**src/rtl/spec_bram_pkg.sv**
```systemverilog
// spec_bram_pkg: writer defaults, BRAM word-width derivation and FSM states.
// Build option SPEC_PHASE_STORE_EN widens the stored word to {phase, magnitude}.
package spec_bram_pkg;

    localparam int BINS_DEF  = 256;
    localparam int MAG_W_DEF = 24;
    localparam int PH_W_DEF  = 24;

`ifdef SPEC_PHASE_STORE_EN
    localparam bit PHASE_STORE = 1'b1;
`else
    localparam bit PHASE_STORE = 1'b0;
`endif

    function automatic int bram_dw(input int mag_w, input int ph_w);
        return PHASE_STORE ? mag_w + ph_w : mag_w;
    endfunction

    localparam int BRAM_DW_DEF = bram_dw(MAG_W_DEF, PH_W_DEF);

    typedef enum logic {
        FILL,
        WAIT_FREE
    } wr_state_e;

endpackage

```
**src/rtl/spec_bram_writer_peak.sv**
```systemverilog
// peak_tracker: running max/argmax over a frame, latched at frame end.
// Strict compare keeps the lowest bin on ties; a cleared tracker reports bin 0.
module peak_tracker #(
    parameter int MAG_W = 24,
    parameter int BIN_W = 8
) (
    input  logic             aclk,
    input  logic             aresetn,
    input  logic             clear,
    input  logic             update,
    input  logic             latch,
    input  logic [MAG_W-1:0] mag,
    input  logic [BIN_W-1:0] bin,
    output logic [MAG_W-1:0] peak_mag,
    output logic [BIN_W-1:0] peak_bin
);

    logic [MAG_W-1:0] run_mag;
    logic [BIN_W-1:0] run_bin;
    logic [MAG_W-1:0] cand_mag;
    logic [BIN_W-1:0] cand_bin;

    // Candidate includes the current beat so the final beat counts at latch time
    always_comb begin
        cand_mag = run_mag;
        cand_bin = run_bin;
        if (update && (mag > run_mag)) begin
            cand_mag = mag;
            cand_bin = bin;
        end
    end

    always_ff @(posedge aclk or negedge aresetn) begin
        if (!aresetn) begin
            run_mag  <= '0;
            run_bin  <= '0;
            peak_mag <= '0;
            peak_bin <= '0;
        end else begin
            if (clear) begin
                run_mag <= '0;
                run_bin <= '0;
            end else begin
                run_mag <= cand_mag;
                run_bin <= cand_bin;
            end
            if (latch) begin
                peak_mag <= cand_mag;
                peak_bin <= cand_bin;
            end
        end
    end

endmodule

```
**src/rtl/spec_bram_writer.sv**
```systemverilog
// spec_bram_writer: writes CORDIC magnitude/phase frames into a ping-pong BRAM.
// Define SPEC_PHASE_STORE_EN to store {phase, magnitude}; otherwise magnitude only.
module spec_bram_writer
    import spec_bram_pkg::*;
#(
    parameter int  BINS    = BINS_DEF,
    parameter int  MAG_W   = MAG_W_DEF,
    parameter int  PH_W    = PH_W_DEF,
    localparam int BIN_W   = $clog2(BINS),
    localparam int ADDR_W  = BIN_W + 1,
    localparam int BRAM_DW = bram_dw(MAG_W, PH_W)
) (
    input  logic                  aclk,
    input  logic                  aresetn,
    input  logic [MAG_W+PH_W-1:0] s_axis_tdata,
    input  logic                  s_axis_tvalid,
    input  logic                  s_axis_tlast,
    output logic                  s_axis_tready,
    output logic [ADDR_W-1:0]     bram_addr,
    output logic [BRAM_DW-1:0]    bram_din,
    output logic                  bram_we,
    output logic                  frame_avail,
    output logic                  rd_bank,
    input  logic                  rd_done,
    output logic                  frame_done,
    output logic [MAG_W-1:0]      peak_mag,
    output logic [BIN_W-1:0]      peak_bin,
    output logic                  err_short,
    output logic                  err_long
);

    wr_state_e        state;
    wr_state_e        state_d;
    logic             wr_bank;
    logic             wr_bank_d;
    logic [1:0]       bank_full;
    logic [1:0]       bank_full_d;
    logic [BIN_W-1:0] bin_cnt;
    logic             ready_d;
    logic             accept;
    logic             at_last_bin;
    logic             frame_end;
    logic             rd_ok;
    logic [MAG_W-1:0] beat_mag;
    logic [BRAM_DW-1:0] beat_data;

    assign beat_mag = s_axis_tdata[MAG_W-1:0];

`ifdef SPEC_PHASE_STORE_EN
    assign beat_data = s_axis_tdata[MAG_W+PH_W-1:0];
`else
    logic unused_phase;
    assign beat_data    = s_axis_tdata[MAG_W-1:0];
    assign unused_phase = ^s_axis_tdata[MAG_W+PH_W-1:MAG_W];
`endif

    assign accept      = s_axis_tvalid && s_axis_tready;
    assign at_last_bin = (bin_cnt == BIN_W'(BINS - 1));
    assign frame_end   = accept && (s_axis_tlast || at_last_bin);
    assign rd_ok       = rd_done && (|bank_full);
    assign frame_avail = |bank_full;
    assign wr_bank_d   = wr_bank ^ frame_end;

    // Set and clear never target the same bank: the write bank is never full
    always_comb begin
        bank_full_d = bank_full;
        if (rd_ok) begin
            bank_full_d[rd_bank] = 1'b0;
        end
        if (frame_end) begin
            bank_full_d[wr_bank] = 1'b1;
        end
    end

    always_comb begin
        state_d = state;
        unique case (state)
            FILL: begin
                if (frame_end && bank_full_d[~wr_bank]) begin
                    state_d = WAIT_FREE;
                end
            end
            WAIT_FREE: begin
                if (!bank_full[wr_bank]) begin
                    state_d = FILL;
                end
            end
            default: state_d = FILL;
        endcase
    end

    // Ready is registered from next-state values, so tvalid never reaches it
    assign ready_d = (state_d == FILL) && !bank_full_d[wr_bank_d];

    always_ff @(posedge aclk or negedge aresetn) begin
        if (!aresetn) begin
            state         <= FILL;
            wr_bank       <= 1'b0;
            rd_bank       <= 1'b0;
            bank_full     <= 2'b00;
            bin_cnt       <= '0;
            s_axis_tready <= 1'b0;
            err_short     <= 1'b0;
            err_long      <= 1'b0;
        end else begin
            state         <= state_d;
            wr_bank       <= wr_bank_d;
            bank_full     <= bank_full_d;
            s_axis_tready <= ready_d;
            if (rd_ok) begin
                rd_bank <= ~rd_bank;
            end
            if (accept) begin
                bin_cnt <= frame_end ? '0 : bin_cnt + BIN_W'(1);
            end
            if (frame_end && s_axis_tlast && !at_last_bin) begin
                err_short <= 1'b1;
            end
            if (frame_end && !s_axis_tlast) begin
                err_long <= 1'b1;
            end
        end
    end

    always_ff @(posedge aclk or negedge aresetn) begin
        if (!aresetn) begin
            bram_we    <= 1'b0;
            bram_addr  <= '0;
            bram_din   <= '0;
            frame_done <= 1'b0;
        end else begin
            bram_we    <= accept;
            frame_done <= frame_end;
            if (accept) begin
                bram_addr <= {wr_bank, bin_cnt};
                bram_din  <= beat_data;
            end
        end
    end

    peak_tracker #(
        .MAG_W (MAG_W),
        .BIN_W (BIN_W)
    ) u_peak (
        .aclk     (aclk),
        .aresetn  (aresetn),
        .clear    (frame_end),
        .update   (accept),
        .latch    (frame_end),
        .mag      (beat_mag),
        .bin      (bin_cnt),
        .peak_mag (peak_mag),
        .peak_bin (peak_bin)
    );

endmodule

```
**config.mk**
```make
export PLATFORM = sky130hd
export DESIGN_NAME = spec_bram_writer
export DESIGN_NICKNAME = d
export VERILOG_FILES = /design/src/rtl/spec_bram_pkg.sv /design/src/rtl/spec_bram_writer_peak.sv /design/src/rtl/spec_bram_writer.sv
export SDC_FILE = /design/constraint.sdc
export NUM_CORES = 1
export LEC_CHECK = 0
export BUFFER_PORTS_ARGS = -buffer_cell sky130_fd_sc_hd__buf_4
export CORE_MARGIN = 3
export CORE_UTILIZATION = 58
export DETAILED_ROUTE_END_ITERATION = 12
export GPL_TIMING_DRIVEN = 0
export PLACE_DENSITY = 0.83
export SLEW_MARGIN = 20
export SYNTH_ARGS = -nofsm -noshare
export SYNTH_HDL_FRONTEND = slang
export SYNTH_SLANG_ARGS = --single-unit
export TNS_END_PERCENT = 1
```
**constraint.sdc**
```tcl
create_clock -name aclk -period 5.75 [get_ports aclk]
set_input_delay 0 -clock aclk [delete_from_list [all_inputs] [get_ports aclk]]
set_output_delay 0 -clock aclk [all_outputs]
set_load 0.01 [all_outputs]
```
---- After elaboration in Yosys (flattened, before gate mapping) ----
Cells that the tools add are included.
operators by class
  add/subtract/negate cells ............... 1
  reductions and logical operators ........ 16
  $lt $le $gt $ge ......................... 7
  muxes and demuxes ....................... 20
  equality and inequality tests ........... 1
  bitwise gates (word level) .............. 8
operators with widths
  cell                 number
  $mux 24              2
  $gt 24x24->1         1
  $mux 8               3
  $logic_and 1x1->1    11
  $mux 1               10
  $add 8x1->8 const B  1
  $eq 8x8->1 const B   1
  $lt 1x2->1 const B   4
  $mux 2               2
  $not 1->1            4
  $logic_not 1->1      3
  $and 2x2->2          1
  $demux 1 s1          2
  $ge 1x1->1 const B   2
  $not 2->2            1
  $or 2x2->2           1
  $pmux 1 s2           1
  $reduce_or 2->1      1
  $logic_or 1x1->1     1
  $xor 1x1->1          1
word-level totals
  input port bits ......................... 53
  output and inout bits ................... 72
  word-level logic and storage cells ...... 69
  flip-flop bits (word level) ............. 115

---- Longest topological paths before layout ----
  word-level depth ........................ 16
  gate-level depth with buffers ........... 10
  depth with buffers taken out ............ 8

---- Modules after synthesis ----
From an unflattened synthesis, not the netlist that was laid out.
second synthesis, totals
  cell total of the unflattened synthesis .. 705
  area, all modules ....................... 6532.5 µm²
by module, submodules not included
  module            area an instance (µm²)  cells each  instances  sequential area each (µm²)
  peak_tracker      4408.0                  482         1          1601.5
  spec_bram_writer  2124.5                  223         1          1276.2

---- Worst setup path after synthesis ----
No wires, ideal clock.
  kind .................................... register to register
  start ................................... register u_peak.run_mag[22]
  end ..................................... register u_peak.peak_bin[0]
  data arrival time ....................... 2.152 ns
  library setup time ...................... 0.082 ns
  period minus slack after synthesis ...... 2.234 ns
  path buffers ............................ 2
  setup slack ............................. 3.516 ns
  cell stages (with the launch flop) ...... 11
  data required time ...................... 5.668 ns
  cells stage by stage .................... dfrtp_1 inv_1 ha_1 nand4_2 nor4_2 o31ai_1 and3_1 buf_6 clkbuf_2 or3_1 a31oi_1
between the ends
  cells in the longest elaborated chain, start to end .. 3
ends and longest elaborated chain
  element                 RTL line                     text
  from (decl)             spec_bram_writer_peak.sv:18  logic [MAG_W-1:0] run_mag;
  from (signal assigned)  spec_bram_writer_peak.sv:44  run_mag <= cand_mag;
  $gt 24x24->1            spec_bram_writer_peak.sv:27  if (update && (mag > run_mag)) begin
  $logic_and 1x1->1       spec_bram_writer_peak.sv:27
  $mux 8                  spec_bram_writer_peak.sv:27
  to (signal assigned)    spec_bram_writer_peak.sv:49  peak_bin <= cand_bin;
  to (decl)               spec_bram_writer_peak.sv:15  output logic [BIN_W-1:0] peak_bin
No other way between the ends.
A chain may end at the register's enable or synchronous reset.

---- Worst setup path after layout ----
  start ................................... register u_peak.run_mag[22]
  end ..................................... register u_peak.peak_mag[19]
between the ends
  cells in the longest elaborated chain, start to end .. 3
ends and longest elaborated chain
  element               RTL line                     text
  $gt 24x24->1          spec_bram_writer_peak.sv:27
  $logic_and 1x1->1     spec_bram_writer_peak.sv:27
  $mux 24               spec_bram_writer_peak.sv:27
  to (signal assigned)  spec_bram_writer_peak.sv:48  peak_mag <= cand_mag;
  to (decl)             spec_bram_writer_peak.sv:14  output logic [MAG_W-1:0] peak_mag,
No other way between the ends.

==> metrics.cfg <==
[status]
outcome = completed

[clock_network]
ctsLongestPathBuffers = 2
clk_latency_ns = 0.53
cts_setup_buffers = 0
cts_resized = 0
cts_root_buf = clkbuf_8
cts_tree = yes
path_clk_slew_ns = 0.06
ctsHoldBuffers = 28
cts_made_buffers = 17
cts_num_sinks = 115
htreeDepth = 4

[timing]
setup_viol_count_final = 0
fin_skew_ns = 0.00614
fin_setup_tns_ns = 0
fin_crit_ns = 2.86
setup_slack_ns = 2.89
fmax_mhz = 350
drv_slew = 0
worst_slew_pin_slew_ns = 0.645
whs_ns = 0.0133
finalHoldViolCount = 0
slew_headroom_pct = 56.7
timing.final.crit_share_pct = 49.7
rsz0062_at_grt = no

[drt]
dr.first_iter.drc_count = 398
drt_wl_total_mm = 15.4
vias = 4933
drcViolationCount = 0
dr.pass1.iters = 7
detail-route-antenna-nets = 0
via_per_inst = 5.99
drt-wirelength-per-cell_um = 18.7

[synth]
synth_edf_count = 0
avgSynthCellArea_um2 = 9.34
yosysMostFrequentCell = dfrtp_1
synth_simple_gate_area_share_pct = 18.5
yosys_most_used_dff = dfrtp_1
synth_common_cells = 115 x dfrtp_1, 113 x nand2_1, 45 x nor2_1
synth_compound_area_share_pct = 14.0
ys_seq_area_share_pct = 55.4
synth_top_area_share_pct = 55.4
synth_fp_nets = 634
synthMuxAreaShare_pct = 0.193
postSynthRegisterBits = 115
synth_top_family_by_area = simple AND/OR/NAND/NOR gates
synth_xor_area_share_pct = 1.18
synthAdderAreaFrac_pct = 6.02
ys_warn_count = 0
synth_cell_types = 38
syn-cell-area_um2 = 5190
postSynthCellCount = 556
yosysTopAreaCell = dfrtp_1
yosys-top-cells-area = dfrtp_1 55%, nand2_1 8.2%, ha_1 6.0%
synth-async-reset-ratio_pct = 100

[floorplanning]
die_area_um2 = 10100
die_w_um = 101
core-area_um2 = 8460
die_h_um = 101
start_util_pct = 61.4
num_rows = 33
ioPinCount = 125

[global_routing]
grt_max_degree = 116
use_met1_pct = 37.7
use_met2_pct = 52.8
grt_pass1_wl_mm = 24.6
gr-total-overflow = 0
grtUsageTotal_pct = 31.0
antenna_found_initial = 0
first_global_vias = 5074
busiest_layer = met2
grtUsageMet3_pct = 7.20

[placement]
dp_slack_ns = 3.09
place_area_um2 = 6080
io_buffer_count = 100
gp_congestion = 0.861
dp_hpwl_mm = 9.44

[worst_setup_path]
cpPeakStageDelay_ns = 0.43
crit_type = reg -> reg
arrival_ns = 3.30
cp.required_ns = 6.20
rr_worst_depth = 9
r2r-start = u_peak.run_mag[22]$_DFF_PN0_
critPathSlowestCell = clkbuf_1
worstPathMaxFanout = 10
r2r_setup_slack_ns = 2.89
crit_path_end_kind = register
endpoint = u_peak.peak_mag[19]$_DFFE_PN0P_
critPathLaunch = u_peak.run_mag[22]$_DFF_PN0_
cp-start-kind = register
cpLargestDelayFamily = simple AND/OR/NAND/NOR gates
r2r-end = u_peak.peak_mag[19]$_DFFE_PN0P_
critPathBufInv = 2
crit_cells = 9
crit_chain = inv_1, ha_1, nand4_2, nor4_2, and3_2, nand2b_1, clkbuf_1, o21ai_0, a31oi_1

[layout]
fin_nets = 783
area_delta_synth_final_pct = 34.3
fin_util_pct = 82.4
final_area_um2 = 6980
drive_above_1_share_pct = 19.6
n_antenna_cell = 0

[min_path]
hold_class = in -> reg

[pwr]
vdd_drop_max_mv = 0.283
cellLeakagePower_nw = 3.35
cellPowerDensity_nw_per_um2 = 553

[flow_run]
cap_violations = 0

## cell usage in the layout, fill, tap and decap left out, types with 3 or more instances in the layout
cell / n
dfrtp_1: 115
nand2_1: 113
buf_4: 99
nor2_1: 45
a21oi_1: 43
o21ai_0: 42
a31oi_1: 33
or3_1: 32
inv_1: 31
dlygate4sd3_1: 29
clkbuf_1: 28
ha_1: 25
clkbuf_16: 16
nand3_1: 8
nand4_1: 5
clkbuf_8: 5
xnor2_1: 4
clkinv_2: 4
clkbuf_2: 3
xor2_1: 3
clkinvlp_4: 3
## worst min path at each step
stage                    startpoint                      end  slack [ns]  cells after the start
floorplan                   aresetn   bank_full[0]$_DFF_PN0_       -0.30                      0
global route          s_axis_tvalid   bin_cnt[4]$_DFFE_PN0P_        0.06                      5
detailed placement          aresetn  bram_din[7]$_DFFE_PN0P_        0.22                      1
CTS                   s_axis_tvalid   bin_cnt[4]$_DFFE_PN0P_        0.02                      5
global placement    s_axis_tdata[4]  bram_din[4]$_DFFE_PN0P_        0.23                      3
finish                s_axis_tvalid   bin_cnt[4]$_DFFE_PN0P_        0.01                      5
## through the flow
step                total power, W  std cells
global route               0.00407        823
CTS                        0.00381        821
finish                     0.00386        823
detailed placement         0.00273        761
global placement           0.00266        761
floorplan                  0.00210        556
## state kept, by name (all words and copies together) (netlist names), 2 cells and up
name	cells
u_peak.peak_bin	8
bin_cnt	8
u_peak.run_bin	8
bram_addr	9
bank_full	2
u_peak.peak_mag	24
u_peak.run_mag	24
bram_din	24
## worst register-to-register path, stage by stage, from the launching register on
cell      delay [ns]
dfrtp_1         0.34
inv_1           0.05
ha_1            0.36
nand4_2         0.17
nor4_2          0.39
and3_2          0.31
nand2b_1        0.23
clkbuf_1        0.44
o21ai_0         0.26
a31oi_1         0.23
## metal layers
layer	part of all wire (%)	wire, µm
met1	38	5820
met2	50	7720
met3	9.1	1400
met4	2.7	409
met5	0	0
## area by class of cell
type                       count  area, µm²
inverter                      31        116
clock inverter                 9        103
multi-input combinational    378       2070
tap                          105        131
clock buffer                  23        477
fill                         467       1490
sequential                   115       2880
buffer                        32        131
timing repair buffer         130       1070
## cells by family after synthesis
family | Yosys count
and+or+nand+nor | 215
buffers and inverters | 63
adders and majority gates | 25
AOI/OAI and AO/OA | 130
DFF | 115
xor gates and xnor gates | 7
muxes | 1
## where the power goes
part	leakage, nW	internal [W]	switching, W
logic	1.63	0.000628	0.000849
registers	1.44	0.00114	0.000216
clock network	0.280	0.000659	0.000366
total	3.35	0.00242	0.00143
Note: power is estimated with default switching activity, not from simulation.
